--- src/rtl/spram_ctrl_pkg.sv ---
// Shared types for the SPRAM data-memory initiator: size/state encodings, widths,
// and the latched load-formatting context.
package spram_ctrl_pkg;

  localparam int unsigned DATA_W  = 32;
  localparam int unsigned ADDR_W  = 16;
  localparam int unsigned WADDR_W = 14;
  localparam int unsigned MASK_W  = 8;

  typedef enum logic [1:0] {
    SZ_BYTE = 2'b00,
    SZ_HALF = 2'b01,
    SZ_WORD = 2'b10,
    SZ_ILL  = 2'b11
  } size_e;

  typedef enum logic [2:0] {
    ST_IDLE     = 3'd0,
    ST_ACCESS   = 3'd1,
    ST_RDATA    = 3'd2,
    ST_SLEEPING = 3'd3,
    ST_WAKE     = 3'd4
  } state_e;

  // What the read path needs to remember between accept and the data cycle
  typedef struct packed {
    size_e      size;
    logic [1:0] lo;
    logic       sgn;
  } ld_ctx_t;

  function automatic logic is_misaligned(size_e sz, logic [1:0] lo);
    case (sz)
      SZ_BYTE: return 1'b0;
      SZ_HALF: return lo[0];
      SZ_WORD: return |lo;
      default: return 1'b1;
    endcase
  endfunction

endpackage

--- src/rtl/spram_lane_align.sv ---
// Byte-lane steering between the 32-bit SPRAM word and processor data:
// store replicate + nibble mask, load extract + sign/zero extend.
module spram_lane_align
  import spram_ctrl_pkg::*;
(
  input  size_e               st_size,
  input  logic [1:0]          st_lo,
  input  logic [DATA_W-1:0]   st_wdata,
  output logic [DATA_W-1:0]   st_din_c,
  output logic [MASK_W-1:0]   st_mask_c,
  input  ld_ctx_t             ld_ctx,
  input  logic [DATA_W-1:0]   ld_dout,
  output logic [DATA_W-1:0]   ld_data_c
);

  logic [7:0]  ld_byte;
  logic [15:0] ld_half;

  // Store: each enabled byte lane owns two adjacent nibble-mask bits
  always_comb begin
    st_din_c  = st_wdata;
    st_mask_c = '0;
    case (st_size)
      SZ_BYTE: begin
        st_din_c  = {4{st_wdata[7:0]}};
        st_mask_c = MASK_W'(2'b11) << {st_lo, 1'b0};
      end
      SZ_HALF: begin
        st_din_c  = {2{st_wdata[15:0]}};
        st_mask_c = st_lo[1] ? MASK_W'(8'hF0) : MASK_W'(8'h0F);
      end
      SZ_WORD: st_mask_c = MASK_W'(8'hFF);
      default: st_mask_c = '0;
    endcase
  end

  assign ld_byte = ld_dout[{ld_ctx.lo, 3'b000} +: 8];
  assign ld_half = ld_dout[{ld_ctx.lo[1], 4'b0000} +: 16];

  always_comb begin
    ld_data_c = '0;
    case (ld_ctx.size)
      SZ_BYTE: ld_data_c = {{24{ld_ctx.sgn & ld_byte[7]}}, ld_byte};
      SZ_HALF: ld_data_c = {{16{ld_ctx.sgn & ld_half[15]}}, ld_half};
      SZ_WORD: ld_data_c = ld_dout;
      default: ld_data_c = '0;
    endcase
  end

endmodule

--- config.mk ---
export PLATFORM = sky130hd
export DESIGN_NAME = spram_lane_align
export DESIGN_NICKNAME = d
export VERILOG_FILES = /design/src/rtl/spram_ctrl_pkg.sv /design/src/rtl/spram_lane_align.sv
export SDC_FILE = /design/constraint.sdc
export NUM_CORES = 1
export LEC_CHECK = 0
export ABC_AREA = 1
export BUFFER_PORTS_ARGS = -buffer_cell sky130_fd_sc_hd__buf_4
export CORE_ASPECT_RATIO = 1.2
export CORE_MARGIN = 3
export CORE_UTILIZATION = 40
export DETAILED_ROUTE_END_ITERATION = 8
export GPL_ROUTABILITY_DRIVEN = 0
export PLACE_DENSITY = 0.91
export SLEW_MARGIN = 5
export SYNTH_ARGS = -nofsm -noshare
export SYNTH_HDL_FRONTEND = slang
export SYNTH_SLANG_ARGS = --single-unit
--- constraint.sdc ---
create_clock -name vclk -period 2.8
set_input_delay 0.56 -clock vclk [all_inputs]
set_output_delay 0.56 -clock vclk [all_outputs]
set_load 0.01 [all_outputs]
# ---- Yosys cells after proc, flatten, opt, wreduce, memory -nomap -nowiden
# Cells that the tools add are included.
dict set report op_classes {
  addsub 0
  mul 0
  div_mod_pow 0
  magnitude_cmp 0
  eq_ne 4
  n_shift 3
  muxes 4
  n_bitwise 2
  reduce_logical 2
}
# operator n
set ops {}
lappend ops {{$pmux W32 S3} 1}
lappend ops {{$pmux W32 S2} 1}
lappend ops {{$shiftx A32 B6 Y16} 1}
lappend ops {{$shiftx A32 B6 Y8} 1}
lappend ops {{$pmux W8 S3} 1}
lappend ops {{$mux W8} 1}
lappend ops {{$shl A2 B3 Y8 const A} 1}
lappend ops {{$eq A2 B1 Y1 const B} 2}
lappend ops {{$eq A2 B2 Y1 const B} 2}
lappend ops {{$logic_not A2 Y1} 2}
lappend ops {{$and A1 B1 Y1} 2}
dict set report word_totals {
  ff_bits 0
  latch_bits 0
  ramBits 0
  rom_bits 0
  out_inout_bits 72
  n_memories 0
}

# ---- Depth between registers and ports, before layout
dict set report depth {
  ltp_word 3
  mapped_depth 9
  ltp_nobuf 7
}

# ---- Worst setup path before layout
# OpenSTA, ideal clock, no wires.
dict set report synth_path {
  path_type {input-to-output}
  start {in st_size[1]}
  end {out st_mask_c[1]}
  t_arrival_ps 1528
  setup_slack_ps 712
  stages 4
  n_path_buf 2
  path_cell_list {buf_2 or2_2 o21ai_0 buf_4}
}
dict set report synth_between {
  elab_chain_cells 2
  word_cells_on_any_way 4
  cone_classes {2 x eq/ne; 1 x mux; 1 x reduce/logical}
}
# item line_no
set synth_lines {}
lappend synth_lines {{from (decl)} spram_lane_align.sv:6} ;# input size_e st_size,
lappend synth_lines {{$eq A2 B2 Y1, or another cell as far along} spram_lane_align.sv:23} ;# case (st_size)
lappend synth_lines {{$pmux W8 S3 *} spram_lane_align.sv:23}
lappend synth_lines {{to (decl)} spram_lane_align.sv:10} ;# output logic [MASK_W-1:0] st_mask_c,
# Every way passes the cells marked *; elsewhere a longest branch is shown, timed or not.

# ---- Final worst setup path
dict set report layout_path {
  start {in ld_ctx[2] (netlist name)}
  end {out ld_data_c[29]}
}
dict set report layout_between {
  elab_chain_cells 3
  word_cells_on_any_way 5
  cone_classes {2 x shift; 1 x mux; 2 x bitwise}
}
# item line_no
set layout_lines {}
lappend layout_lines {{from (decl)} spram_lane_align.sv:11} ;# input ld_ctx_t ld_ctx,
lappend layout_lines {{$shiftx A32 B6 Y16 / $shiftx A32 B6 Y8 (equally long branches)} {spram_lane_align.sv:38, spram_lane_align.sv:37}}
lappend layout_lines {{$and A1 B1 Y1 (on tied branches)} {spram_lane_align.sv:44, spram_lane_align.sv:43}}
lappend layout_lines {{$pmux W32 S3 *} spram_lane_align.sv:42} ;# case (ld_ctx.size)
lappend layout_lines {{to (decl)} spram_lane_align.sv:13} ;# output logic [DATA_W-1:0] ld_data_c
# Marked as above.

==> results.md <==
* Reg area at 0 µm²
* DP HPWL at between 4 and 5 mm
* Share of cells above drive strength 1 at 0.398
* Hold Vio Cnt, Final at 0
* Switching part of the total power at 0.494
* Yosys top cell area share at 0.464
* Maximum vdd drop at between 0.00015 and 0.0002 V
* Net switching power at around 0.21 mW
* Initial antenna violation count at 0
* Die ar. at between 0.004 and 0.005 mm²
* Initial core utilization at 0.428
* Vias in the first global route at just under 2000
* Distinct cells, synth at 20
* Slowest-stage cell, CP: nand2_4
* Crit path launch type: input pin
* # DRC at 0
* Period utilization at 0.816
* Drt pass-1 iters at 6
* Post-synth top area cell: nand2_1
* Post-CTS Setup Inserts at 0
* Post-synthesis area per instance at between 4 and 5 µm²
* Actual slew at the worst max-slew pin at 0.557 ns
* Multi-input gate area at 0.00105 mm²
* Warnings, synthesis at 0
* TNS Setup at 0 ns
* Worst setup path category: input pin to output pin
* # clk buffers at 0
* Post-route ant nets at 0
* FMAX at approximately 0.44 GHz
* Pleak at approximately 1.6 nW
* Drt total wl at about 5.7 mm
* Via/cell ratio at 4.93
* FILL cells at 302
* Top post-synthesis cells by area: nand2_1 46%, inv_1 8.1%, buf_4 7.8%
* Critical Path End Type: output pin
* Sequential area share after synthesis at 0
* Port Buf Inserts at 145
* CP delay by family, top: simple AND/OR/NAND/NOR gates
* Worst EP arrival at between 1.5 and 2 ns
* Post-CTS sizing at 0
* Worst Path Buf+Inv at 3
* Synth Cell Area at roughly 0.0013 mm²
* Logic pwr share at 1.000
* Sequential cell count at 0
* Grt total ovfl at 0
* HP Start: st_wdata[2]
* Gr usage total at 0.259
* Critical Path Most Common Cell: nand2_2
* Die outline width at just under 60 µm
* Area post-placement at 0.00232 mm²
* I/O pin count at about 150
* Area Overhead vs Synth at 73.0%
* Pin count of the biggest net entering global routing at 30
* Final-report max-slew violation count at 0
* Worst EP required at approximately 2.2 ns
* Die Ht at ~70 µm
* Vias after detailed routing at ~2300
* Clk pwr share at 0
* Crit-path cells: buf_4 > inv_4 > nand2_1 > nand2_2 > nand2_2 > nand2_2 > nand2_4 > nand2_1 > buf_4
* Number of max-cap violations at 0
* Mapped Cells at a little over 300
* Biggest cell delay along the critical path at between 0.2 and 0.3 ns
* Syn Nets at 376
* RSZ-0062 raised after global routing: false
* Reg power frac at 0
* # setup viols final at 0
* Core Box Area at 0.00314 mm²
* Std cell rows at 22
* First-pass GRT wire length at ~9 mm
* Min Clock Period, post-route at 2.28 ns
* Routed WL per cell at 12.4 µm
* Cell area after layout at about 0.0023 mm²
* Utilization after layout at 0.740
* Pwr Density at about 190 mW/mm²
* Int Power at between 0.2 and 0.25 mW
* CP Launch Point: ld_ctx[2]
* Diode count at 0
* Relative slew slack at 0.627
* Outcome: complete, no violations
* Critical Path Fanout Max at 26
* Fin Hold WS at 1.32 ns
* Drt initial violations at about 150
* Hold buffer count at CTS at 0
* Hold Path Class: input pin to output pin
* Total Nets Final at 500
## cell families after synthesis
kind of cell,synth area share
buffers and inverters,0.220
AND/OR/NAND/NOR,0.663
AO/OA/AOI/OAI,0.117
## power by group through the flow
stage | Clock (mW) | Combinational, mW | Sequential [mW]
2_1_floorplan | 0 | 0.206 | 0
3_3_place_gp | 0 | 0.430 | 0
3_5_place_dp | 0 | 0.433 | 0
4_1_cts | 0 | 0.435 | 0
5_1_grt | 0 | 0.476 | 0
6_report | 0 | 0.433 | 0
## worst paths after layout
path       endpoint  cells past startpoint
max   ld_data_c[29]                      9
min     st_din_c[2]                      2
## synthesized netlist by cell type (all sizes together)
cell type,number
nand4,1
nor2,16
buf,22
o21ai,21
nand2,181
clkinv,1
clkbuf,3
inv,32
or2,1
a21oi,9
a22oi,1
nand3,15
## area by class of cell
class                           instances  area share
Inverter                               33      0.0544
Multi-Input combinational cell        245       0.451
Tap cell                               36      0.0194
Timing Repair Buffer                  147       0.475
## cells in the final DEF, fill, tap and decap left out, types with 2 or more instances in the layout
cell,Yosys,routed
a21oi_1,9,9
nand2_1,166,166
nor2_1,14,14
nor2_4,2,2
inv_2,2,2
inv_1,29,29
nand3_1,14,14
buf_4,14,147
o21ai_0,21,21
nand2_2,14,14
## through the flow
step,cells,setup slack (ns),power [mW]
6_report,461,0.516,0.433
5_1_grt,461,0.395,0.476
4_1_cts,461,0.529,0.435
3_5_place_dp,461,0.531,0.433
3_3_place_gp,461,0.577,0.430
2_1_floorplan,303,0.712,0.206
## per-layer routing
layer / vias up / routed length, µm / GRT usage
met5: - / 0 / 0
met4: 0 / 71 / 0.0227
met3: 10 / 814 / 0.0670
met2: 150 / 2890 / 0.484
met1: 961 / 1930 / 0.296
li1: 1152 / - / -
Note: power is estimated with default switching activity, not from simulation.
